<file path="config.mk">
export PLATFORM = sky130hd
export DESIGN_NAME = lcd_status_writer
export DESIGN_NICKNAME = d
export VERILOG_FILES = /design/src/rtl/lcd_status_writer.sv
export SDC_FILE = /design/constraint.sdc
export NUM_CORES = 1
export LEC_CHECK = 0
export CORE_UTILIZATION = 45
export DETAILED_ROUTE_END_ITERATION = 7
export GPL_TIMING_DRIVEN = 1
export PLACE_DENSITY = 0.7
export RECOVER_POWER = 100
export SYNTH_ARGS = -nofsm -noshare
export SYNTH_HDL_FRONTEND = slang
export SYNTH_SLANG_ARGS = --single-unit
</file>
<file path="constraint.sdc">
create_clock -name CLK -period 5.1 [get_ports CLK]
set_input_delay 1.02 -clock CLK [delete_from_list [all_inputs] [get_ports CLK]]
set_output_delay 1.02 -clock CLK [all_outputs]
set_load 0.05 [all_outputs]
</file>
<file path="src/rtl/lcd_status_writer.sv">
// lcd_status_writer
//   Paints the 2x16 character LCD with the live board status. It shows the three ADC
//   delay settings and the DIP switch value. A frame is a snapshot of the inputs,
//   then 32 character writes, then one panel update request. A frame starts when the
//   inputs change, when force_refresh pulses, or when the periodic refresh counter
//   fires.
// Ports
//   CLK, RST            clock; asynchronous active-low reset
//   ad1_delay, ad2_delay, ad_valid_delay, DIP   live status inputs
//   force_refresh       one-cycle request for an immediate frame
//   lcd_row/col/char/we character write port, one character per lcd_we cycle
//   lcd_update          one-cycle request to push the frame buffer to the panel
//   lcd_busy            panel transfer in progress (stalls writes and updates)
//   frame_done          one-cycle pulse after a frame completes or times out
//   active              high whenever a frame is in progress
module lcd_status_writer #(
    parameter logic [23:0] REFRESH_CYCLES = 24'd6_000_000,
    parameter logic [7:0]  BUSY_TIMEOUT   = 8'd15
) (
    input  logic       CLK,
    input  logic       RST,
    input  logic [3:0] ad1_delay,
    input  logic [3:0] ad2_delay,
    input  logic [3:0] ad_valid_delay,
    input  logic [7:0] DIP,
    input  logic       force_refresh,
    output logic       lcd_row,
    output logic [3:0] lcd_col,
    output logic [7:0] lcd_char,
    output logic       lcd_we,
    output logic       lcd_update,
    input  logic       lcd_busy,
    output logic       frame_done,
    output logic       active
);

    localparam int unsigned SNAP_W = 20;
    localparam int unsigned IDX_W  = 5;
    localparam int unsigned CNT_W  = 24;
    localparam int unsigned TMO_W  = 8;

    typedef enum logic [2:0] {
        S_IDLE    = 3'd0,
        S_SNAP    = 3'd1,
        S_WRITE   = 3'd2,
        S_UPD     = 3'd3,
        S_WAIT_HI = 3'd4,
        S_WAIT_LO = 3'd5
    } state_t;

    state_t              state_q, state_d;
    logic [SNAP_W-1:0]   snap_q, snap_d;
    logic                pending_q, pending_d;
    logic [CNT_W-1:0]    refresh_q, refresh_d;
    logic [IDX_W-1:0]    idx_q, idx_d;
    logic [TMO_W-1:0]    tmo_q, tmo_d;
    logic                frame_done_q, frame_done_d;

    logic [SNAP_W-1:0]   live;
    logic                refresh_hit;
    logic                trigger;

    // Uppercase ASCII hex digit
    function automatic logic [7:0] hex_ascii(input logic [3:0] n);
        if (n < 4'd10) begin
            return 8'h30 + 8'(n);
        end
        return 8'h37 + 8'(n);
    endfunction

    // Character at frame position idx, taken from the snapshot only
    function automatic logic [7:0] char_at(input logic [IDX_W-1:0] idx,
                                           input logic [SNAP_W-1:0] s);
        logic [7:0] c;
        c = 8'h20;
        unique case (idx)
            5'd0:    c = 8'h41;                 // A
            5'd1:    c = 8'h31;                 // 1
            5'd2:    c = 8'h3A;                 // :
            5'd3:    c = hex_ascii(s[19:16]);
            5'd5:    c = 8'h41;                 // A
            5'd6:    c = 8'h32;                 // 2
            5'd7:    c = 8'h3A;                 // :
            5'd8:    c = hex_ascii(s[15:12]);
            5'd10:   c = 8'h41;                 // A
            5'd11:   c = 8'h56;                 // V
            5'd12:   c = 8'h3A;                 // :
            5'd13:   c = hex_ascii(s[11:8]);
            5'd16:   c = 8'h44;                 // D
            5'd17:   c = 8'h49;                 // I
            5'd18:   c = 8'h50;                 // P
            5'd19:   c = 8'h3A;                 // :
            5'd20:   c = hex_ascii(s[7:4]);
            5'd21:   c = hex_ascii(s[3:0]);
            default: c = 8'h20;
        endcase
        return c;
    endfunction

    assign live = {ad1_delay, ad2_delay, ad_valid_delay, DIP};

    // Free-running refresh counter; a zero period disables it entirely
    always_comb begin
        refresh_hit = 1'b0;
        refresh_d   = '0;
        if (REFRESH_CYCLES != 24'd0) begin
            refresh_hit = (refresh_q == REFRESH_CYCLES - 24'd1);
            refresh_d   = refresh_hit ? '0 : refresh_q + 24'd1;
        end
    end

    assign trigger = (live != snap_q) | force_refresh | refresh_hit;

    // State and datapath registers
    always_ff @(posedge CLK or negedge RST) begin
        if (!RST) begin
            state_q      <= S_IDLE;
            snap_q       <= '0;
            pending_q    <= 1'b0;
            refresh_q    <= '0;
            idx_q        <= '0;
            tmo_q        <= '0;
            frame_done_q <= 1'b0;
        end else begin
            state_q      <= state_d;
            snap_q       <= snap_d;
            pending_q    <= pending_d;
            refresh_q    <= refresh_d;
            idx_q        <= idx_d;
            tmo_q        <= tmo_d;
            frame_done_q <= frame_done_d;
        end
    end

    // Next state; requests seen outside IDLE accumulate into one pending frame,
    // and the snapshot cycle itself absorbs them since it samples the live inputs
    always_comb begin
        state_d      = state_q;
        snap_d       = snap_q;
        pending_d    = pending_q | trigger;
        idx_d        = idx_q;
        tmo_d        = tmo_q;
        frame_done_d = 1'b0;
        unique case (state_q)
            S_IDLE: begin
                if (pending_q | trigger) begin
                    state_d = S_SNAP;
                end
            end
            S_SNAP: begin
                snap_d    = live;
                pending_d = 1'b0;
                idx_d     = '0;
                state_d   = S_WRITE;
            end
            S_WRITE: begin
                if (!lcd_busy) begin
                    if (idx_q == 5'd31) begin
                        state_d = S_UPD;
                    end else begin
                        idx_d = idx_q + 5'd1;
                    end
                end
            end
            S_UPD: begin
                if (!lcd_busy) begin
                    tmo_d   = '0;
                    state_d = S_WAIT_HI;
                end
            end
            S_WAIT_HI: begin
                if (lcd_busy) begin
                    state_d = S_WAIT_LO;
                end else if (tmo_q == BUSY_TIMEOUT - 8'd1) begin
                    state_d      = S_IDLE;
                    frame_done_d = 1'b1;
                end else begin
                    tmo_d = tmo_q + 8'd1;
                end
            end
            S_WAIT_LO: begin
                if (!lcd_busy) begin
                    state_d      = S_IDLE;
                    frame_done_d = 1'b1;
                end
            end
            default: state_d = S_IDLE;
        endcase
    end

    // Outputs; the write port reacts to lcd_busy in the same cycle so a stall
    // never lets a character through
    always_comb begin
        lcd_we     = 1'b0;
        lcd_row    = 1'b0;
        lcd_col    = '0;
        lcd_char   = '0;
        lcd_update = 1'b0;
        frame_done = frame_done_q;
        active     = (state_q != S_IDLE);
        if (state_q == S_WRITE && !lcd_busy) begin
            lcd_we   = 1'b1;
            lcd_row  = idx_q[4];
            lcd_col  = idx_q[3:0];
            lcd_char = char_at(idx_q, snap_q);
        end
        if (state_q == S_UPD && !lcd_busy) begin
            lcd_update = 1'b1;
        end
    end

endmodule

</file>
# Word-level counts from Yosys, hierarchy flattened

Index checks and enable logic that the tools add are counted.

Memories: 0
Bits in registers: 62
RAM bits: 0
ROM bits: 0
Bits in latches: 0
Output and inout bits: 17

$mul: 0
$lt $le $gt $ge: 5
Equal/unequal tests: 35
Muxes and demuxes: 52
Divide/modulo/power cells: 0
Bitwise operators: 3
Reductions and logical operators: 13
$add $sub $neg: 13
Shift operators: 0

Operators by type and width:

| cell                    | number |
|---|---|
| $mux W8                 | 14 |
| $pmux W8 S13            | 1 |
| $add A6 B4 Y7 const A   | 10 |
| $eq A5 B5 Y1 const B    | 7 |
| $eq A5 B4 Y1 const B    | 5 |
| $add A24 B1 Y24 const B | 1 |
| $eq A24 B23 Y1 const B  | 1 |
| $mux W24                | 1 |
| $mux W1                 | 22 |
| $mux W3                 | 7 |
| $lt A4 B4 Y1 const B    | 5 |
| $ne A20 B20 Y1          | 1 |
| $pmux W3 S6             | 1 |
| $ne A2 B2 Y1 const B    | 8 |
| $pmux W8 S2             | 1 |
| $eq A5 B3 Y1 const B    | 3 |
| $eq A5 B2 Y1 const B    | 2 |
| $mux W5                 | 2 |
| $pmux W5 S2             | 1 |
| $add A8 B1 Y8 const B   | 1 |
| $eq A8 B4 Y1 const B    | 1 |
| $eq A3 B2 Y1 const B    | 2 |
| $eq A3 B3 Y1 const B    | 2 |
| $reduce_and A6 Y1       | 1 |
| other kinds (17)        | 21 |

# Longest topological paths before layout

Depth after elaboration: 7
Gate-level depth with buffers: 9
Gate-level depth less buffers: 8

# Worst setup path after synthesis

No wires, ideal clock.

Kind: in2out
From: input lcd_busy
To: output lcd_char[0]
Setup slack: 0.817 ns
Arrival time: 3.263 ns
Data required time: 4.080 ns
Buffers on the path: 0
Stages on the path: 3
Path through: nor4b_2 > o31ai_2 > a31oi_1

Cells in the longest elaborated chain, start to end: 3

Ends and longest elaborated chain:

| element             | line | source |
|---|---|---|
| start, declared     | 32   | `input logic lcd_busy,` |
| $logic_not A1 Y1    | 201  | `if (state_q == S_WRITE && !lcd_busy) begin` |
| $logic_and A1 B1 Y1 | 201  |  |
| $mux W8             | 201  |  |
| end, declared       | 29   | `output logic [7:0] lcd_char,` |

No other way between the ends.

# Final worst setup path

From: register idx_q[2]
To: output lcd_char[0]

Cells in the longest elaborated chain, start to end: 4

Ends and longest elaborated chain:

| element                                                                      | line | source |
|---|---|---|
| start, declared                                                              | 55   | `logic [IDX_W-1:0] idx_q, idx_d;` |
| start signal, assigned                                                       | 129  | `idx_q <= idx_d;` |
| $eq A5 B5 Y1, or another cell as far along                                   | 76   | `unique case (idx)` |
| $reduce_or A4 Y1 (no source line) / $reduce_or A3 Y1 (equally long branches) | n/a  |  |
| $pmux W8 S13 *                                                               | 76   |  |
| $mux W8 *                                                                    | 201  |  |

Mark *: on every way between the ends. The rest lies on a longest branch, timed or not.

==> metrics.md <==
| Metric | Value |
|---|---|
| Status | finished, violations left |
| Violated checks | design-rule violations, max-capacitance violations, max-slew violations |
| Pwr per Cell Area | 473 nW/um^2 |
| Sequential-to-total area share from yosys stat | 37.5% |
| Initial DRC Count | 164 |
| Top-area cell type share of the netlist area | 37.5% |
| H-tree Lvls | 3 |
| Nets | 551 |
| Synthesized Nets | 523 |
| Post-route ant nets | 0 |
| Clock Sinks | 62 |
| Cell Rows | 34 |
| DRC violations left | 2 |
| Yosys top cell by area | dfrtp_1 |
| Worst hold slack | 0.467 ns |
| Slew @ Worst Pin | 3.36 ns |
| Final setup vio count | 0 |
| Placed cell count | 611 |
| Reg clk slew, reported paths | 0.07 ns |
| TNS Setup | 0 ns |
| CTS hold repair buffers | 0 |
| CTS Buf Count | 9 |
| Multi-input gate area | 2350 um^2 |
| Final period util | 88.6% |
| Ys flop type | dfrtp_1 |
| Crit path kind | flip-flop to output pin |
| CP Capture Type | output pin |
| Vias/cell | 5.53 |
| Crit path largest cell delay | 0.80 ns |
| Hold Violations, Final | 0 |
| Max-cap viol count | 1 |
| Initial core utilization | 47.0% |
| Worst path slowest cell | dlygate4sd3_1 |
| Synth Cell Area | 4140 um^2 |
| FFs w/ async S/R, synth | 100% |
| RSZ-0062 raised after global routing | false |
| Register area | 1550 um^2 |
| Total power | 0.00223 W |
| Setup WS post-layout | 0.582 ns |
| DP HPWL | 6910 um |
| YS warnings | 0 |
| Worst EP required | 4.08 ns |
| Die Ht | 97.9 um |
| CP arrival | 3.50 ns |
| I/O Pins | 41 |
| Remaining Overflow, GRT | 0 |
| Cells along the critical path | mux2_2 -> a21oi_1 -> o211ai_1 -> o31ai_1 -> a31oi_1 -> dlygate4sd3_1 |
| Post-Route WL | 9490 um |
| Fmax | 221 MHz |
| Layout area overhead | 14.2% |
| Fillers | 827 |
| Worst slack, placed | 1.06 ns |
| Core area | 8810 um^2 |
| GRT Overall Usage | 21.3% |
| Final non-filler cell total | 627 |
| Initial antenna violation count | 0 |
| Clock skew | 0.0142 ns |
| VDD IR max | 277 uV |
| Static Leakage | 2.05 nW |
| Total Die Area | 9580 um^2 |
| Synth area leaders | dfrtp_1, nand2_1, xor2_1 |
| Pre-antenna DRT Iters | 6 |
| Gate Count Post-Synth | 486 |
| Clock Latency Late Sink | 0.34 ns |
| Startpoint types | flip-flop |
| Tmin final | 4.52 ns |
| Vias in the first global route | 3454 |
| Die Wd | 97.9 um |
| CP max FO | 24 |
| Largest net degree at the start of global routing | 63 |
| Gpl congestion | 0.923 |
| Routed vias | 3470 |
| Routed wire per std cell | 15.1 um |
| Post-CTS Setup Inserts | 0 |
| Clock Path Buffers | 2 |
| Max-slew headroom | -124% |
| Root Driver | clkbuf_8 |
| Number of enable flip-flop cells after synthesis | 0 |
| Mean Syn Cell Area | 8.51 um^2 |
| Post-CTS sizing | 0 |
| Global-route wire length before repair | 16400 um |
| CTS tree | done |
| Number of port buffers | 39 |
| Antenna diodes | 0 |
| Unique masters post-synth | 66 |
| CP delay by family, top | compound AO/OA/AOI/OAI gates |
| Number of synthesized register bits | 62 |
| Max-slew violation count | 63 |
| Share of post-route cells with drive strength above 1 | 4.82% |
| Hold WC Path Type | flip-flop to flip-flop |
| Critical path buffers and inverters | 1 |
==> cells in the mapped netlist (all sizes together), types with 3 or more instances <==
library cell  number
dfrtp             62
o31ai              4
xnor2             23
inv               23
buf               10
clkbuf            17
nand2b             6
nor2              38
and3               8
nor4               7
mux2i              3
a211oi             9
and3b              3
nor3               9
a21o               4
a21oi             17
o211ai             5
nor2b             11
and2               5
nand3             15
nor4b              3
or4                3
nand4              8
nand2             74
a31oi              8
ha                13
xor2              29
and4               3
or3                6
o21ai             27
==> routing by layer <==
metal / wire [um] / global-route usage [%] / up-vias
li1: - / - / 1739
met1: 4460 / 27.5 / 1648
met2: 4540 / 36.0 / 73
met3: 378 / 3.94 / 10
met4: 108 / 6.64 / 0
met5: 0 / 0 / -
==> per-stage QoR <==
step                      util (%)  area (um^2)
after detailed placement      51.9         4570
after floorplan                  -         4140
final                         53.6         4720
after global routing          53.6         4720
after global placement        51.9         4570
after CTS                     54.1         4770
==> placed cells by master (no fill, tap or decap), types with 3 or more instances in the layout <==
cell type        Yosys  routed
a211oi_1             9       9
nand2b_1             6       6
a31oi_1              8       8
clkbuf_8             0      10
ha_1                13      13
and3b_1              3       3
nand2_1             74      74
nor4_1               6       7
or4_1                3       3
o21ai_0             12      24
nor2_1              38      38
inv_1               23      23
o31ai_1              3       4
and4_1               3       3
and2_1               5       5
o211ai_1             5       5
xnor2_1             22      22
or3_1                6       6
and3_1               8       8
xor2_1              29      29
dlygate4sd3_1        0      17
dfrtp_1             62      62
clkbuf_1            17       6
nand3_1             15      15
clkdlybuf4s50_1      0      21
a21o_1               4       4
nand4_1              7       8
mux2i_1              3       3
a21oi_1             17      17
nor2b_1             11      10
nor3_1               9       9
==> where the power goes <==
group	switching [W]	internal [W]	leakage, nW
clock network	0.000206	0.000239	0.0997
logic	0.000571	0.000392	1.15
registers	0.000218	0.000608	0.805
==> final timing paths <==
path                                    from       endpoint  slack [ns]  cells after the start
worst max-delay path                idx_q[2]    lcd_char[0]        0.58                      6
worst min-delay path            refresh_q[0]   refresh_q[0]        0.47                      1
worst max register to register  refresh_q[2]  refresh_q[17]        2.32                      6
worst min register to register  refresh_q[0]   refresh_q[0]        0.47                      1
max in group asynchronous                RST     snap_q[11]        1.30                      2
min in group asynchronous                RST  refresh_q[20]        1.91                      2
==> worst register-to-register path, cell delays in order, from the launching register on <==
cell and delay (ns):
dfrtp_1 0.42, and4_1 0.31, nand4_1 0.27, nor4_1 0.98, clkbuf_1 0.43, o21a_1 0.19, mux2i_1 0.07
==> logic make-up after synthesis <==
family / Yosys count / synth area share, %
multiplexers: 5 / 1.27
buffers and inverters: 50 / 5.17
XOR/XNOR: 52 / 11.2
AND/OR/NAND/NOR: 212 / 26.6
adder cells (fa/ha/maj): 13 / 3.93
flip-flops: 62 / 37.5
AO/OA/AOI/OAI: 91 / 14.3
other: 1 / 0.0907
==> final cells by class <==
cell class,count,share of cell area (%)
multi-input cells,374,49.7
well taps,108,2.86
clock inverters,5,1.19
flip-flops and latches,62,32.8
inverters,23,1.83
clock buffers,11,2.99
repair buffers,44,8.56
==> flip-flops by register name (all words and copies together), names as in the netlist <==
register / cells
tmo_q: 8
pending_q: 1
idx_q: 5
frame_done: 1
snap_q: 20
refresh_q: 24
state_q: 3
Note: power is estimated with default switching activity, not from simulation.
